### src/rtl/reservation_alu2_issue_ctrl_if.sv
// Dispatch/issue handshake bundle between the ALU2 reservation station
// entries, the dispatch stage and the ALU2 execution unit.
interface reservation_alu2_issue_ctrl_if #(
   parameter int unsigned ENTRY_N = 4,
   parameter int unsigned ENTRY_W = 2
);
   logic               iFLUSH;
   logic               iDISPATCH_VALID;
   logic               oDISPATCH_LOCK;
   logic [ENTRY_N-1:0] oREGIST_VALID;
   logic [ENTRY_N-1:0] iENTRY_MATCHING;
   logic               iEX_LOCK;
   logic               oISSUE_VALID;
   logic [ENTRY_W-1:0] oISSUE_SEL;
   logic [ENTRY_N-1:0] oEXOUT_VALID;
   logic [ENTRY_N-1:0] oREMOVE_VALID;
   logic [ENTRY_W:0]   oCOUNT;

   modport master (
      output iFLUSH, iDISPATCH_VALID, iENTRY_MATCHING, iEX_LOCK,
      input  oDISPATCH_LOCK, oREGIST_VALID, oISSUE_VALID, oISSUE_SEL,
             oEXOUT_VALID, oREMOVE_VALID, oCOUNT
   );

   modport slave (
      input  iFLUSH, iDISPATCH_VALID, iENTRY_MATCHING, iEX_LOCK,
      output oDISPATCH_LOCK, oREGIST_VALID, oISSUE_VALID, oISSUE_SEL,
             oEXOUT_VALID, oREMOVE_VALID, oCOUNT
   );
endinterface

### src/rtl/reservation_alu2_issue_ctrl.sv
// ALU2 reservation station controller: allocates free entries, keeps dispatch
// age order and issues the oldest entry whose operands are both ready.
module reservation_alu2_issue_ctrl #(
   parameter int unsigned ENTRY_N = 4,
   parameter int unsigned ENTRY_W = 2
) (
   input  logic                          iCLOCK,
   input  logic                          iRESET_SYNC,
   reservation_alu2_issue_ctrl_if.slave  bus
);

   localparam int unsigned CNT_W = ENTRY_W + 1;
   localparam logic [ENTRY_N-1:0] ONE_HOT0 = ENTRY_N'(1);

   typedef enum logic {ST_RUN, ST_FLUSH} state_t;

   state_t             st;
   logic [ENTRY_N-1:0] occ;
   logic [ENTRY_W-1:0] age [ENTRY_N];
   logic [CNT_W-1:0]   cnt;

   logic [ENTRY_N-1:0] occ_nxt;
   logic [ENTRY_W-1:0] age_nxt [ENTRY_N];
   logic [ENTRY_W-1:0] age_ext [ENTRY_N+1];
   logic [CNT_W-1:0]   cnt_nxt;

   logic               cand_found;
   logic [ENTRY_W-1:0] cand;
   logic               free_found;
   logic [ENTRY_W-1:0] target;
   logic               lock_c;
   logic               issue_c;
   logic               accept_c;
   logic [ENTRY_W-1:0] sel_c;
   logic [ENTRY_W-1:0] wslot;

   // Oldest ready slot and lowest free entry
   always_comb begin
      cand_found = 1'b0;
      cand       = '0;
      free_found = 1'b0;
      target     = '0;
      for (int k = 0; k < ENTRY_N; k++) begin
         if (!cand_found && (CNT_W'(k) < cnt) && bus.iENTRY_MATCHING[age[k]]) begin
            cand_found = 1'b1;
            cand       = ENTRY_W'(k);
         end
         if (!free_found && !occ[k]) begin
            free_found = 1'b1;
            target     = ENTRY_W'(k);
         end
      end
   end

   always_comb begin
      lock_c   = (st == ST_FLUSH) || (cnt == CNT_W'(ENTRY_N));
      issue_c  = cand_found && !bus.iEX_LOCK && !bus.iFLUSH && (st == ST_RUN);
      accept_c = bus.iDISPATCH_VALID && !lock_c && !bus.iFLUSH;
      sel_c    = issue_c ? age[cand] : '0;
   end

   assign bus.oDISPATCH_LOCK = lock_c;
   assign bus.oREGIST_VALID  = accept_c ? (ONE_HOT0 << target) : '0;
   assign bus.oISSUE_VALID   = issue_c;
   assign bus.oISSUE_SEL     = sel_c;
   assign bus.oEXOUT_VALID   = issue_c ? (ONE_HOT0 << sel_c) : '0;
   assign bus.oREMOVE_VALID  = bus.iFLUSH ? '1 : '0;
   assign bus.oCOUNT         = cnt;

   // Queue compaction on issue, append on dispatch; a same-cycle issue frees one slot first
   always_comb begin
      for (int k = 0; k < ENTRY_N; k++) age_ext[k] = age[k];
      age_ext[ENTRY_N] = '0;
      for (int k = 0; k < ENTRY_N; k++) begin
         age_nxt[k] = (issue_c && (ENTRY_W'(k) >= cand)) ? age_ext[k+1] : age[k];
      end
      wslot   = ENTRY_W'(cnt) - ENTRY_W'(issue_c);
      occ_nxt = occ;
      if (issue_c) occ_nxt[sel_c] = 1'b0;
      if (accept_c) begin
         age_nxt[wslot]  = target;
         occ_nxt[target] = 1'b1;
      end
      cnt_nxt = cnt + CNT_W'(accept_c) - CNT_W'(issue_c);
   end

   always_ff @(posedge iCLOCK) begin
      if (iRESET_SYNC) begin
         st  <= ST_RUN;
         occ <= '0;
         cnt <= '0;
         for (int k = 0; k < ENTRY_N; k++) age[k] <= '0;
      end else if (bus.iFLUSH) begin
         st  <= ST_FLUSH;
         occ <= '0;
         cnt <= '0;
         for (int k = 0; k < ENTRY_N; k++) age[k] <= '0;
      end else begin
         st  <= ST_RUN;
         occ <= occ_nxt;
         cnt <= cnt_nxt;
         for (int k = 0; k < ENTRY_N; k++) age[k] <= age_nxt[k];
      end
   end

endmodule

### src/flat_wrapper.sv
// flat-port wrapper written by rule: the top's interface ports become plain ports
module reservation_alu2_issue_ctrl_flat 
#(
   parameter int unsigned ENTRY_N = 4,
   parameter int unsigned ENTRY_W = 2
)
  (iCLOCK, iRESET_SYNC, bus_iFLUSH, bus_iDISPATCH_VALID, bus_iENTRY_MATCHING, bus_iEX_LOCK, bus_oDISPATCH_LOCK, bus_oREGIST_VALID, bus_oISSUE_VALID, bus_oISSUE_SEL, bus_oEXOUT_VALID, bus_oREMOVE_VALID, bus_oCOUNT);
  reservation_alu2_issue_ctrl_if #(.ENTRY_N(ENTRY_N), .ENTRY_W(ENTRY_W)) bus_i ();
  input  logic iCLOCK;
  input  logic iRESET_SYNC;
  input wire logic [$bits(bus_i.iFLUSH)-1:0] bus_iFLUSH;
  input wire logic [$bits(bus_i.iDISPATCH_VALID)-1:0] bus_iDISPATCH_VALID;
  input wire logic [$bits(bus_i.iENTRY_MATCHING)-1:0] bus_iENTRY_MATCHING;
  input wire logic [$bits(bus_i.iEX_LOCK)-1:0] bus_iEX_LOCK;
  output wire logic [$bits(bus_i.oDISPATCH_LOCK)-1:0] bus_oDISPATCH_LOCK;
  output wire logic [$bits(bus_i.oREGIST_VALID)-1:0] bus_oREGIST_VALID;
  output wire logic [$bits(bus_i.oISSUE_VALID)-1:0] bus_oISSUE_VALID;
  output wire logic [$bits(bus_i.oISSUE_SEL)-1:0] bus_oISSUE_SEL;
  output wire logic [$bits(bus_i.oEXOUT_VALID)-1:0] bus_oEXOUT_VALID;
  output wire logic [$bits(bus_i.oREMOVE_VALID)-1:0] bus_oREMOVE_VALID;
  output wire logic [$bits(bus_i.oCOUNT)-1:0] bus_oCOUNT;
  assign bus_i.iFLUSH = bus_iFLUSH;
  assign bus_i.iDISPATCH_VALID = bus_iDISPATCH_VALID;
  assign bus_i.iENTRY_MATCHING = bus_iENTRY_MATCHING;
  assign bus_i.iEX_LOCK = bus_iEX_LOCK;
  assign bus_oDISPATCH_LOCK = bus_i.oDISPATCH_LOCK;
  assign bus_oREGIST_VALID = bus_i.oREGIST_VALID;
  assign bus_oISSUE_VALID = bus_i.oISSUE_VALID;
  assign bus_oISSUE_SEL = bus_i.oISSUE_SEL;
  assign bus_oEXOUT_VALID = bus_i.oEXOUT_VALID;
  assign bus_oREMOVE_VALID = bus_i.oREMOVE_VALID;
  assign bus_oCOUNT = bus_i.oCOUNT;
  reservation_alu2_issue_ctrl #(.ENTRY_N(ENTRY_N), .ENTRY_W(ENTRY_W)) u_core (.iCLOCK(iCLOCK), .iRESET_SYNC(iRESET_SYNC), .bus(bus_i));
endmodule
### config.mk
export PLATFORM = sky130hd
export DESIGN_NAME = reservation_alu2_issue_ctrl_flat
export DESIGN_NICKNAME = d
export VERILOG_FILES = /design/src/rtl/reservation_alu2_issue_ctrl_if.sv /design/src/rtl/reservation_alu2_issue_ctrl.sv /design/src/flat_wrapper.sv
export SDC_FILE = /design/constraint.sdc
export NUM_CORES = 1
export LEC_CHECK = 0
export ABC_AREA = 1
export BUFFER_PORTS_ARGS = -buffer_cell sky130_fd_sc_hd__buf_4
export CORE_MARGIN = 10
export CORE_UTILIZATION = 55
export CTS_CLUSTER_DIAMETER = 150
export DETAILED_ROUTE_END_ITERATION = 6
export PLACE_DENSITY = 0.82
export SYNTH_ARGS = -nofsm -noshare
export SYNTH_HDL_FRONTEND = slang
export SYNTH_SLANG_ARGS = --single-unit
### constraint.sdc
create_clock -name iCLOCK -period 3.1 [get_ports iCLOCK]
set_clock_uncertainty 0.05 [all_clocks]
set_input_delay 0 -clock iCLOCK [delete_from_list [all_inputs] [get_ports iCLOCK]]
set_output_delay 0 -clock iCLOCK [all_outputs]
set_load 0.02 [all_outputs]
==> metrics.md <==
| Metric | Value |
|---|---|
| Status | `complete, no violations` |
| Yosys reg bits | `16` |
| Switch share | `0.321` |
| # Max-Cap Violations | `0` |
| Count of final setup violators | `0` |
| IR drop worst, VDD | `approximately 0.27 mV` |
| Design area | `about 1700 sq um` |
| Drt drc | `0` |
| Fraction of registers with async set/reset | `0` |
| Kind of critical path | `reg2reg` |
| CTS H-tree depth | `1` |
| HPWL after DPL | `about 3100 um` |
| CP bufs+invs | `4` |
| Cell variety after synth | `30` |
| FF-to-FF setup slack | `between 0.15 and 0.2 ns` |
| First-pass GRT wire length | `about 6300 um` |
| Worst-Skew Late Latency | `roughly 0.3 ns` |
| CP Data Required Time | `about 3.1 ns` |
| Mapped cell area | `1440 sq um` |
| Max Clk Rate | `about 340 MHz` |
| Core footprint | `about 2500 sq um` |
| Minimum clock period after layout | `about 3 ns` |
| Critical Path Max Stage Delay | `roughly 0.46 ns` |
| Most used DFF post-synth | `dfxtp_1` |
| Syn-to-layout area delta | `20.1%` |
| Avg Synthesized Cell Area | `6.80 sq um` |
| Leakage power | `slightly below 0.9 nW` |
| Post-DRT Antenna Nets | `0` |
| Worst setup EP type | `flip-flop` |
| Pins Over Slew Limit | `0` |
| Initial antenna violation count | `0` |
| Worst hold path type | `in2reg` |
| Logic pwr share | `0.245` |
| CP most frequent cell | `inv_1` |
| Final Hold Fails | `0` |
| Fin util | `0.693` |
| Starting DRC count in detailed routing | `between 150 and 200` |
| Die Ht | `71.2 um` |
| Setup bufs post-CTS | `0` |
| Post-placement cell area | `~1700 sq um` |
| 1st-pass router iterations | `5` |
| CP max stage cell | `dfxtp_1` |
| Net Switching | `0.000150 W` |
| Hold slack | `around 0.028 ns` |
| Vias | `roughly 1400` |
| Core Rows | `18` |
| Seq/Total Area, Yosys | `0.264` |
| Internal | `between 0.0003 and 0.0004 W` |
| # IOs | `28` |
| CP top delay family | `adder cells` |
| GR Overflow Total | `0` |
| CTS buffer count | `3` |
| CTS tree | `done` |
| Number of flops mapped to enable cells by yosys | `6` |
| Die ar. | `between 5000 and 6000 sq um` |
| Share of layout cells above drive strength 1 | `0.247` |
| Number of global-route vias before repair | `between 1000 and 1500` |
| Worst slew pin tran | `0.511 ns` |
| Fin nets | `between 200 and 300` |
| Post-DR vias/cell | `just over 5` |
| RD Place Congestion | `about 0.91` |
| Yosys warns | `0` |
| Critical path, cell by cell | `inv_1 > ha_1 > a21oi_2 > nand3_4 > nand3_4 > nor2_1 > nor2_2 > ha_1 > inv_1 > ha_1 > nor3_2 > inv_1 > o221ai_1 > inv_1` |
| Initial Utilization | `0.577` |
| Root buffer cell | `clkbuf_4` |
| PortBufs | `27` |
| Rel. slew slack | `0.656` |
| WL final | `3840 um` |
| CP arrival | `2.93 ns` |
| Tot GR Track Use | `0.150` |
| Wirelength per Cell | `approximately 14 um` |
| Cells after synthesis | `between 200 and 250` |
| Critical Path Fanout Max | `6` |
| Die width | `just over 70 um` |
| Register clock-pin slew on the reported worst setup and hold paths | `approximately 0.1 ns` |
| Clk pwr share | `0.258` |
| Ant. Diodes | `0` |
| Sequential share of power | `0.497` |
| PwrDens | `between 200 and 300 nW/um^2` |
| Critical Path Start Type | `flip-flop` |
| Clock buffer depth | `2` |
| CTS Sinks | `16` |
| Final period utilization | `0.940` |
| Largest net degree at the start of global routing | `11` |
synthesized netlist by cell type, types with 4 or more instances:
library cell / count / share of area
edfxtp_1: 6 / 0.12
nor3_1: 4 / 0.014
nand2_2: 6 / 0.026
nand3_1: 21 / 0.073
o21ai_0: 5 / 0.017
ha_1: 5 / 0.043
dfxtp_1: 10 / 0.14
nor2_1: 15 / 0.039
buf_4: 4 / 0.021
o21ai_1: 4 / 0.014
inv_1: 40 / 0.10
inv_2: 4 / 0.010
a21oi_1: 9 / 0.031
nand2_1: 48 / 0.12
nand3_2: 7 / 0.049
per-stage QoR:
stage               TNS (ns)  setup slack [ns]  power (W)  std cells
floorplan                  0            0.0266   0.000313        217
global placement           0             0.283   0.000344        271
detailed placement         0             0.135   0.000347        271
CTS                        0             0.126   0.000460        277
global route         -0.0263           -0.0263   0.000489        277
finish                     0             0.185   0.000466        277
registers in the layout (all words and copies together) (netlist names):
| signal | flops |
|---|---|
| u_core.age | 8 |
| u_core.bus.oCOUNT | 3 |
| u_core.st | 1 |
| u_core.occ | 4 |
layout by cell type, fill, tap and decap left out, drive strengths merged, types with 3 or more instances in the layout:
| cell type | instances |
|---|---|
| ha | 5 |
| a211oi | 3 |
| clkbuf | 4 |
| conb | 6 |
| o21ai | 9 |
| dfxtp | 10 |
| buf | 28 |
| a21oi | 12 |
| nand2 | 56 |
| nand3 | 31 |
| nor2 | 16 |
| nor3 | 4 |
| inv | 44 |
| edfxtp | 6 |
cells by family after synthesis:
family / share of synthesized area
flip-flops: 0.264
other: 0.00260
AND/OR/NAND/NOR: 0.399
buffers and inverters: 0.141
adder cells (fa/ha/maj): 0.0573
AO/OA/AOI/OAI: 0.130
XOR/XNOR: 0.00608
area by class of cell:
cell class | instances | area [sq um]
multi-input combinational | 151 | 885
fill | 234 | 768
sequential | 16 | 380
timing repair buffer | 30 | 230
inverter | 46 | 173
tap | 30 | 37.5
clock buffer | 4 | 26.3
power by group through the flow:
stage / clock network [W] / registers (W) / logic, W
after floorplan: 0 / 0.000236 / 0.0000769
after global placement: 0 / 0.000237 / 0.000108
after detailed placement: 0 / 0.000237 / 0.000110
after CTS: 0.000116 / 0.000232 / 0.000112
after global routing: 0.000129 / 0.000233 / 0.000127
final: 0.000120 / 0.000232 / 0.000114
final timing paths:
check / start / endpoint / cells after the start
worst min-delay path: bus_iEX_LOCK / u_core.age[2][0]$_SDFFE_PP0P_ / 4
worst max-delay path: u_core.bus.oCOUNT[1]$_SDFF_PN0_ / u_core.age[1][0]$_SDFFCE_PN0P_ / 14
worst min register to register: u_core.occ[3]$_SDFF_PN0_ / u_core.occ[3]$_SDFF_PN0_ / 2
worst max register to register: u_core.bus.oCOUNT[1]$_SDFF_PN0_ / u_core.age[1][0]$_SDFFCE_PN0P_ / 14
routing by layer:
metal | up-vias | GRT usage | routed length (um)
met5 | - | 0 | 0
met4 | 0 | 0.0559 | 59
met3 | 7 | 0.0377 | 221
met2 | 43 | 0.255 | 1910
met1 | 643 | 0.176 | 1650
li1 | 742 | - | -
tightest hold or removal path: cells and delay by family:
| kind | cells | cell delay [ns] |
|---|---|---|
| simple gates | 2 | 0.18 |
| buf+inv | 1 | 0.07 |
| compound gates | 1 | 0.08 |
timing repair:
| action | in CTS | in global routing |
|---|---|---|
| hold endpoints to repair | 1 | 0 |
| setup endpoints to repair | 0 | 1 |
| gates resized for setup | 0 | 1 |
| hold buffers | 2 | 0 |
Note: power is estimated with default switching activity, not from simulation.
